===== config.mk =====
export PLATFORM = sky130hd
export DESIGN_NAME = lane_distributor
export DESIGN_NICKNAME = d
export VERILOG_FILES = /design/src/rtl/lane_distributor_pkg.sv /design/src/rtl/lane_distributor_lane_slot.sv /design/src/rtl/lane_distributor.sv
export SDC_FILE = /design/constraint.sdc
export NUM_CORES = 1
export LEC_CHECK = 0
export ABC_AREA = 0
export BUFFER_PORTS_ARGS = -buffer_cell sky130_fd_sc_hd__buf_2
export CAP_MARGIN = 20
export CORE_MARGIN = 10
export CORE_UTILIZATION = 30
export CTS_CLUSTER_SIZE = 14
export DETAILED_ROUTE_END_ITERATION = 12
export HOLD_SLACK_MARGIN = 0.03
export MAX_ROUTING_LAYER = met4
export SKIP_CTS_REPAIR_TIMING = 1
export SLEW_MARGIN = 40
export SYNTH_ARGS = -nofsm -noshare
export SYNTH_HDL_FRONTEND = slang
export SYNTH_HIERARCHICAL = 1
export SYNTH_SLANG_ARGS = --single-unit

===== constraint.sdc =====
create_clock -name clk -period 2.6 [get_ports clk]
set_input_delay 0.52 -clock clk [delete_from_list [all_inputs] [get_ports clk]]
set_output_delay 0.52 -clock clk [all_outputs]
set_load 0.03 [all_outputs]

===== src/rtl/lane_distributor_pkg.sv =====
// Shared widths and mode encodings for the lane distributor.
package lane_distributor_pkg;

  localparam int unsigned DATA_W = 4;
  localparam int unsigned LANES  = 4;
  localparam int unsigned CNT_W  = 8;
  localparam int unsigned MODE_W = 2;
  localparam int unsigned DEST_W = $clog2(LANES);

  localparam logic [MODE_W-1:0] MODE_UNI   = 2'b10;
  localparam logic [MODE_W-1:0] MODE_BCAST = 2'b11;

endpackage


===== src/rtl/lane_distributor_lane_slot.sv =====
// One-entry lane buffer: data register plus valid flag with load/drain handling.
module lane_slot
  import lane_distributor_pkg::*;
(
  input  logic              clk,
  input  logic              rst,
  input  logic              load,
  input  logic [DATA_W-1:0] load_data,
  input  logic              drain,
  output logic [DATA_W-1:0] data,
  output logic              valid,
  output logic              free
);

  logic [DATA_W-1:0] data_q;
  logic              valid_q;

  // A draining lane can be refilled in the same cycle.
  assign free  = ~valid_q | drain;
  assign data  = data_q;
  assign valid = valid_q;

  always_ff @(posedge clk or negedge rst) begin
    if (!rst) begin
      data_q  <= '0;
      valid_q <= 1'b0;
    end else begin
      if (load) begin
        data_q  <= load_data;
        valid_q <= 1'b1;
      end else if (drain) begin
        valid_q <= 1'b0;
      end
    end
  end

endmodule


===== src/rtl/lane_distributor.sv =====
// Distributes input words to four single-entry lanes in unicast or broadcast mode.
module lane_distributor
  import lane_distributor_pkg::*;
(
  input  logic              clk,
  input  logic              rst,
  input  logic [DATA_W-1:0] in_data,
  input  logic              in_valid,
  output logic              in_ready,
  input  logic [DEST_W-1:0] dest,
  input  logic [MODE_W-1:0] mode,
  output logic [DATA_W-1:0] out0,
  output logic [DATA_W-1:0] out1,
  output logic [DATA_W-1:0] out2,
  output logic [DATA_W-1:0] out3,
  output logic [LANES-1:0]  out_valid,
  input  logic [LANES-1:0]  out_ready,
  output logic [CNT_W-1:0]  accept_cnt,
  output logic              err
);

  logic [LANES-1:0]  lane_free;
  logic [LANES-1:0]  lane_load;
  logic [DATA_W-1:0] lane_data [LANES];
  logic              is_uni;
  logic              is_bcast;
  logic              fire;
  logic [CNT_W-1:0]  cnt_q;
  logic              err_q;

  assign is_uni   = (mode == MODE_UNI);
  assign is_bcast = (mode == MODE_BCAST);

  // Invalid modes always accept so the word can be dropped and flagged.
  always_comb begin
    in_ready = 1'b1;
    if (is_uni) begin
      in_ready = lane_free[dest];
    end else if (is_bcast) begin
      in_ready = &lane_free;
    end
  end

  assign fire = in_valid & in_ready;

  for (genvar i = 0; i < LANES; i++) begin : g_lane
    assign lane_load[i] = fire & (is_bcast | (is_uni & (dest == DEST_W'(i))));

    lane_slot u_slot (
      .clk       (clk),
      .rst       (rst),
      .load      (lane_load[i]),
      .load_data (in_data),
      .drain     (out_ready[i]),
      .data      (lane_data[i]),
      .valid     (out_valid[i]),
      .free      (lane_free[i])
    );
  end

  always_ff @(posedge clk or negedge rst) begin
    if (!rst) begin
      cnt_q <= '0;
      err_q <= 1'b0;
    end else begin
      err_q <= fire & ~is_uni & ~is_bcast;
      if (fire && (is_uni || is_bcast) && (cnt_q != {CNT_W{1'b1}})) begin
        cnt_q <= cnt_q + CNT_W'(1);
      end
    end
  end

  assign out0       = lane_data[0];
  assign out1       = lane_data[1];
  assign out2       = lane_data[2];
  assign out3       = lane_data[3];
  assign accept_cnt = cnt_q;
  assign err        = err_q;

endmodule


==> results_dict.tcl, run 1 <==
set metrics [dict create \
    relSlewSlack_pct 57.16 \
    fmax_ghz 0.4633 \
    path_class "reg2reg" \
    synthesis.instances 102 \
    setup_tns_ns 0 \
    drt_wl_total_microns 3303 \
    yosysSeqAreaShare_pct 54.10 \
    vdd_ir_drop_max_v 0.0004526 \
    die_h_microns 86.87 \
    rsz0062_at_grt "no" \
    fin_worst_skew_ns 0.003362 \
    track_usage_pct 9.375 \
    drive_gt1_share_pct 51.95 \
    mostFrequentLayoutCells "44 x buf_2, 29 x dfrtp_1, 16 x mux2_2" \
    synthTopCellsByArea "dfrtp_1 54%, mux2_2 13%, nand2b_1 3.7%, xor2_1 2.6%, a2111oi_4 2.1%" \
    min_period_ns 2.158 \
    min_period_over_period_pct 83.02 \
    die_w_microns 86.87 \
    drt_iter0_drc 54 \
    utilization_pct 39.60 \
    ios 45 \
    synthesis.area_sq_um 1341 \
    critical-path-max-stage-delay_ns 0.53 \
    vias 977 \
    cts.clk_slew.worst_paths_ns 0.06 \
    first_pass_iters 4 \
    hold_class "in2async" \
    postRouteAntennaNets 0 \
    finalSetupViolCount 0 \
    h-tree-depth 2 \
    grt_pass1_wl_microns 5388 \
    gr-total-overflow 0 \
    synth_top_cell_area_share_pct 54.10 \
    clk_latency_ns 0.28 \
    layout.nets 169 \
    ff2ff_setup_slack_ns 0.44 \
    cts_root_buffer "clkbuf_8" \
    synth_cell_type_count 33 \
    final_max_slew_viol_count 0 \
    start_util_pct 30.80 \
    numPortBuffers 44 \
    arrival_ns 2.32 \
    start_kind "flop" \
    hold_viol 0 \
    dieArea_sq_um 7546 \
    layout_commonest_cell "buf_2" \
    synthesis.nets 118 \
    drc 0 \
    n_antenna_cell 0 \
    avgSynthCellArea_sq_um 13.15 \
    wl_per_cell_microns 16.03 \
    cts.sinks 29 \
    power.density_nw_per_um2 1001 \
    cap_violations 0 \
    dpl_cell_area_sq_um 1623 \
    hpwl_microns 2549 \
    p_leak_nw 0.8357 \
    antenna_found_initial 0 \
    end_kind "flop" \
    required_ns 2.76 \
    cts_buffer_depth 2 \
    yosysWarnings 6 \
    ys_ff_latch 29 \
    area_growth_pct 28.54 \
    status "finished clean" \
    grt_max_degree 30 \
    path_cells "nand2b_1 > mux2i_1 > a22oi_2 > nand4_4 > nor2_1 > mux2_2" \
    globalplace.congestion 0.7934 \
    rows 24 \
    grt_pass1_vias 1063 \
    crit_slowest_cell "nor2_1" \
    worst_slew_pin_slew_ns 0.6427 \
    final_cell_area_sq_um 1724 \
    cts_buffers 5 \
    fillers 426 \
    cp_max_fo 13 \
    core-area_sq_um 4354 \
    vias_per_cell 4.743 \
    synth_top_area_cell "dfrtp_1" \
    cts_tree "built" \
]
worst paths after layout:
kind                                                    start                              endpoint  depth (start not counted)
max                        g_lane[0].u_slot/valid$_DFFE_PN0P_  g_lane[3].u_slot/data[1]$_DFFE_PN0P_                          6
min                                                       rst    g_lane[2].u_slot/valid$_DFFE_PN0P_                          1
max reg2reg                g_lane[0].u_slot/valid$_DFFE_PN0P_  g_lane[3].u_slot/data[1]$_DFFE_PN0P_                          6
min reg2reg                         accept_cnt[5]$_DFFE_PN0P_             accept_cnt[5]$_DFFE_PN0P_                          1
max in group asynchronous                                 rst             accept_cnt[5]$_DFFE_PN0P_                          1
min in group clk                                      mode[1]                         err$_DFF_PN0_                          2
stage by stage:
stage                     instances  hold slack (ns)  power, mW  worst slack, ns
after floorplan                 102           0.2244      1.118           0.4736
after global placement          198           0.4757      1.329           0.2320
after detailed placement        198           0.4812      1.338           0.1530
after CTS                       206           0.2854      1.756           0.4257
after global routing            206           0.3188      1.831           0.3237
final                           206           0.2631      1.727           0.4416
cells in the mapped netlist, drive strengths merged:
| cell | instances |
|---|---|
| nand3 | 3 |
| nor2 | 4 |
| a2111oi | 2 |
| xor2 | 4 |
| a211oi | 1 |
| o41a | 1 |
| nor3 | 1 |
| nand2 | 4 |
| ha | 1 |
| nor3b | 2 |
| mux2i | 2 |
| inv | 5 |
| a21oi | 4 |
| buf | 2 |
| mux2 | 17 |
| a31oi | 1 |
| xnor2 | 1 |
| and3b | 1 |
| a22oi | 1 |
| dfrtp | 29 |
| nor2b | 1 |
| and3 | 2 |
| nand4 | 2 |
| o22ai | 1 |
| nand2b | 8 |
| o21ai | 1 |
| a31o | 1 |
per-layer routing:
metal	track usage, %	vias to the layer above	routed length, microns
li1	-	460	-
met1	10.45	479	1496
met2	14.12	31	1477
met3	3.184	7	243
met4	5.744	0	85
met5	-	-	0
worst max-delay path: cells and delay by family (launching register included):
kind / cells / cell delay [ns]
AOI/OAI and AO/OA: 1 / 0.24
DFF: 1 / 0.38
muxes: 2 / 0.51
and+or+nand+nor: 3 / 0.92
cell families (layout without fill, tap and decap cells):
kind of cell    after synthesis  count (layout)  share of synthesized area (%)
compound gates               13              13                          9.328
xor+xnor                      5               5                          3.265
fa+ha+maj                     1               1                         0.9327
buf+inv                       7              59                          2.799
flops                        29              29                          54.10
mux                          19              19                          16.04
simple gates                 28              28                          13.53
registers in the layout, summed over array words and instances, names as in the netlist:
signal / flops
accept_cnt: 8
err: 1
g_lane.u_slot/valid: 4
g_lane.u_slot/data: 16
layout make-up:
class | count | area, sq um | area share, %
clock inverter | 1 | 5.005 | 0.2903
timing repair buffer | 46 | 235.2 | 13.64
clock buffer | 7 | 96.34 | 5.588
sequential | 29 | 725.7 | 42.09
inverter | 5 | 18.77 | 1.089
multi-input combinational | 66 | 578.1 | 33.53
tap | 52 | 65.06 | 3.774
power breakdown:
group / total, mW / internal, mW / leakage (nW) / switching, mW
registers: 0.671 / 0.573 / 0.350 / 0.0977
clock network: 0.406 / 0.239 / 0.0542 / 0.167
logic: 0.650 / 0.218 / 0.432 / 0.432
Power figures use the tool's default switching activity.
==> run 2, diff against run 1 <==
==> constraint.sdc (replaced) <==
create_clock -name clk -period 1.9 [get_ports clk]
set_input_delay 0.38 -clock clk [delete_from_list [all_inputs] [get_ports clk]]
set_output_delay 0.38 -clock clk [all_outputs]
set_load 0.03 [all_outputs]
==> results_dict.tcl, run 2 (same netlist as run 1, synthesis figures left out) <==
set metrics [dict create \
    status "complete, but fails checks" \
    violations "setup timing" \
    numPortBuffers 44 \
    first_pass_iters 2 \
    min_period_ns 1.929 \
    ff2ff_setup_slack_ns 0.04 \
    hold_ws_ns 0.1282 \
    required_ns 1.52 \
    ios 45 \
    die_h_microns 86.87 \
    crit_slowest_cell "dfrtp_1" \
    postRouteAntennaNets 0 \
    die_w_microns 86.87 \
    wl_per_cell_microns 15.98 \
    vias 1033 \
    rsz0062_at_grt "yes" \
    h-tree-depth 2 \
    grt_pass1_wl_microns 5671 \
    track_usage_pct 9.949 \
    cts.clk_slew.worst_paths_ns 0.07 \
    end_kind "output port" \
    gr-total-overflow 0 \
    arrival_ns 1.55 \
    cts_buffer_depth 2 \
    cts.sinks 29 \
    n_antenna_cell 0 \
    core-area_sq_um 4354 \
    area_growth_pct 39.37 \
    layout.nets 180 \
    p_leak_nw 0.8897 \
    cts_tree "built" \
    regArea_sq_um 728.2 \
    multi_input_area_sq_um 635.6 \
    start_util_pct 30.80 \
    rows 24 \
    fmax_ghz 0.5185 \
    relSlewSlack_pct 56.75 \
    layout_commonest_cell "buf_2" \
    drive_gt1_share_pct 60.61 \
    vdd_ir_drop_max_v 0.0005820 \
    start_kind "flop" \
    finalSetupViolCount 1 \
    grt_pass1_vias 1104 \
    drc 0 \
    hpwl_microns 2633 \
    final_max_slew_viol_count 0 \
    grt_max_degree 30 \
    cts_buffers 5 \
    cp.buffers_inverters 2 \
    power_mw 2.378 \
    globalplace.congestion 0.7904 \
    fin_ws_ns -0.02865 \
    cts_root_buffer "clkbuf_8" \
    path_cells "nand2b_1 > mux2i_1 > a22oi_2 > inv_1 > a31oi_1 > buf_4" \
    cp_max_fo 3 \
    hold_viol 0 \
    cap_violations 0 \
    antenna_found_initial 0 \
    hold_class "in2async" \
    fillers 407 \
    vias_per_cell 4.760 \
    largest_reg_flops 16 \
    critical-path-max-stage-delay_ns 0.39 \
    path_class "reg2out" \
    drt_wl_total_microns 3468 \
    min_period_over_period_pct 101.5 \
    power.density_nw_per_um2 1272 \
    crit_family "flip-flops" \
    mostFrequentLayoutCells "43 x buf_2, 27 x dfrtp_1, 16 x mux2_2" \
    clk_latency_ns 0.28 \
    worst_slew_pin_slew_ns 0.6487 \
    drt_iter0_drc 31 \
    dieArea_sq_um 7546 \
    fin_worst_skew_ns 0.009237 \
]
==> run 2: changes by cell type in the layout (fill, tap and decap cells not counted), sizes merged <==
cell | previous run | this run
buf | 46 | 57
clkinvlp | 0 | 1
clkinv | 1 | 0
==> run 2: through the flow <==
stage	utilization (%)	std cells	area, sq um	TNS (ns)	setup WS [ns]
2_1_floorplan	-	102	1354	0	0.02885
3_3_place_gp	38.59	204	1680	0	0.001249
3_5_place_dp	38.59	204	1680	-0.6146	-0.1002
4_1_cts	40.75	212	1774	-0.1384	-0.1024
5_1_grt	42.93	217	1869	-0.4552	-0.1070
6_report	42.93	217	1869	-0.02865	-0.02865
==> run 2: final timing paths <==
kind | start | endpoint | cells after the start
min reg2reg | g_lane[2].u_slot/data[0]$_DFFE_PN0P_ | g_lane[2].u_slot/data[0]$_DFFE_PN0P_ | 1
max in group asynchronous | rst | g_lane[0].u_slot/valid$_DFFE_PN0P_ | 1
min in group clk | in_data[0] | g_lane[2].u_slot/data[0]$_DFFE_PN0P_ | 2
max | g_lane[3].u_slot/valid$_DFFE_PN0P_ | in_ready | 6
min | rst | g_lane[1].u_slot/data[0]$_DFFE_PN0P_ | 1
max reg2reg | g_lane[3].u_slot/valid$_DFFE_PN0P_ | accept_cnt[1]$_DFFE_PN0P_ | 7
==> run 2: worst register-to-register path: stages (launching register included) <==
cell and delay [ns]:
dfrtp_1 0.39, nand2b_1 0.13, mux2i_1 0.11, a22oi_2 0.21, nand4_4 0.18, buf_4 0.18, a31o_2 0.23, mux2_4 0.29
==> run 2: cell type report <==
cell class / count / area share (%)
repair buffers: 57 / 17.54
clock buffers: 7 / 4.618
inverters: 5 / 1.004
multi-input cells: 66 / 34.00
clock inverters: 1 / 0.4016
flip-flops and latches: 29 / 38.96
well taps: 52 / 3.481
==> run 2: routing by layer <==
layer | share of wire (%) | vias up | wire, microns | track usage, %
li1 | - | 484 | - | -
met1 | 39 | 514 | 1368 | 9.956
met2 | 52 | 29 | 1789 | 16.79
met3 | 6.8 | 6 | 235 | 3.558
met4 | 2.2 | 0 | 76 | 4.860
met5 | 0 | - | 0 | -
==> run 2: power by group <==
| part | total (mW) | internal, mW | leakage, nW | switching (mW) |
|---|---|---|---|---|
| clock | 0.518 | 0.294 | 0.0445 | 0.225 |
| sequential | 0.916 | 0.785 | 0.347 | 0.131 |
| combinational | 0.944 | 0.327 | 0.498 | 0.617 |
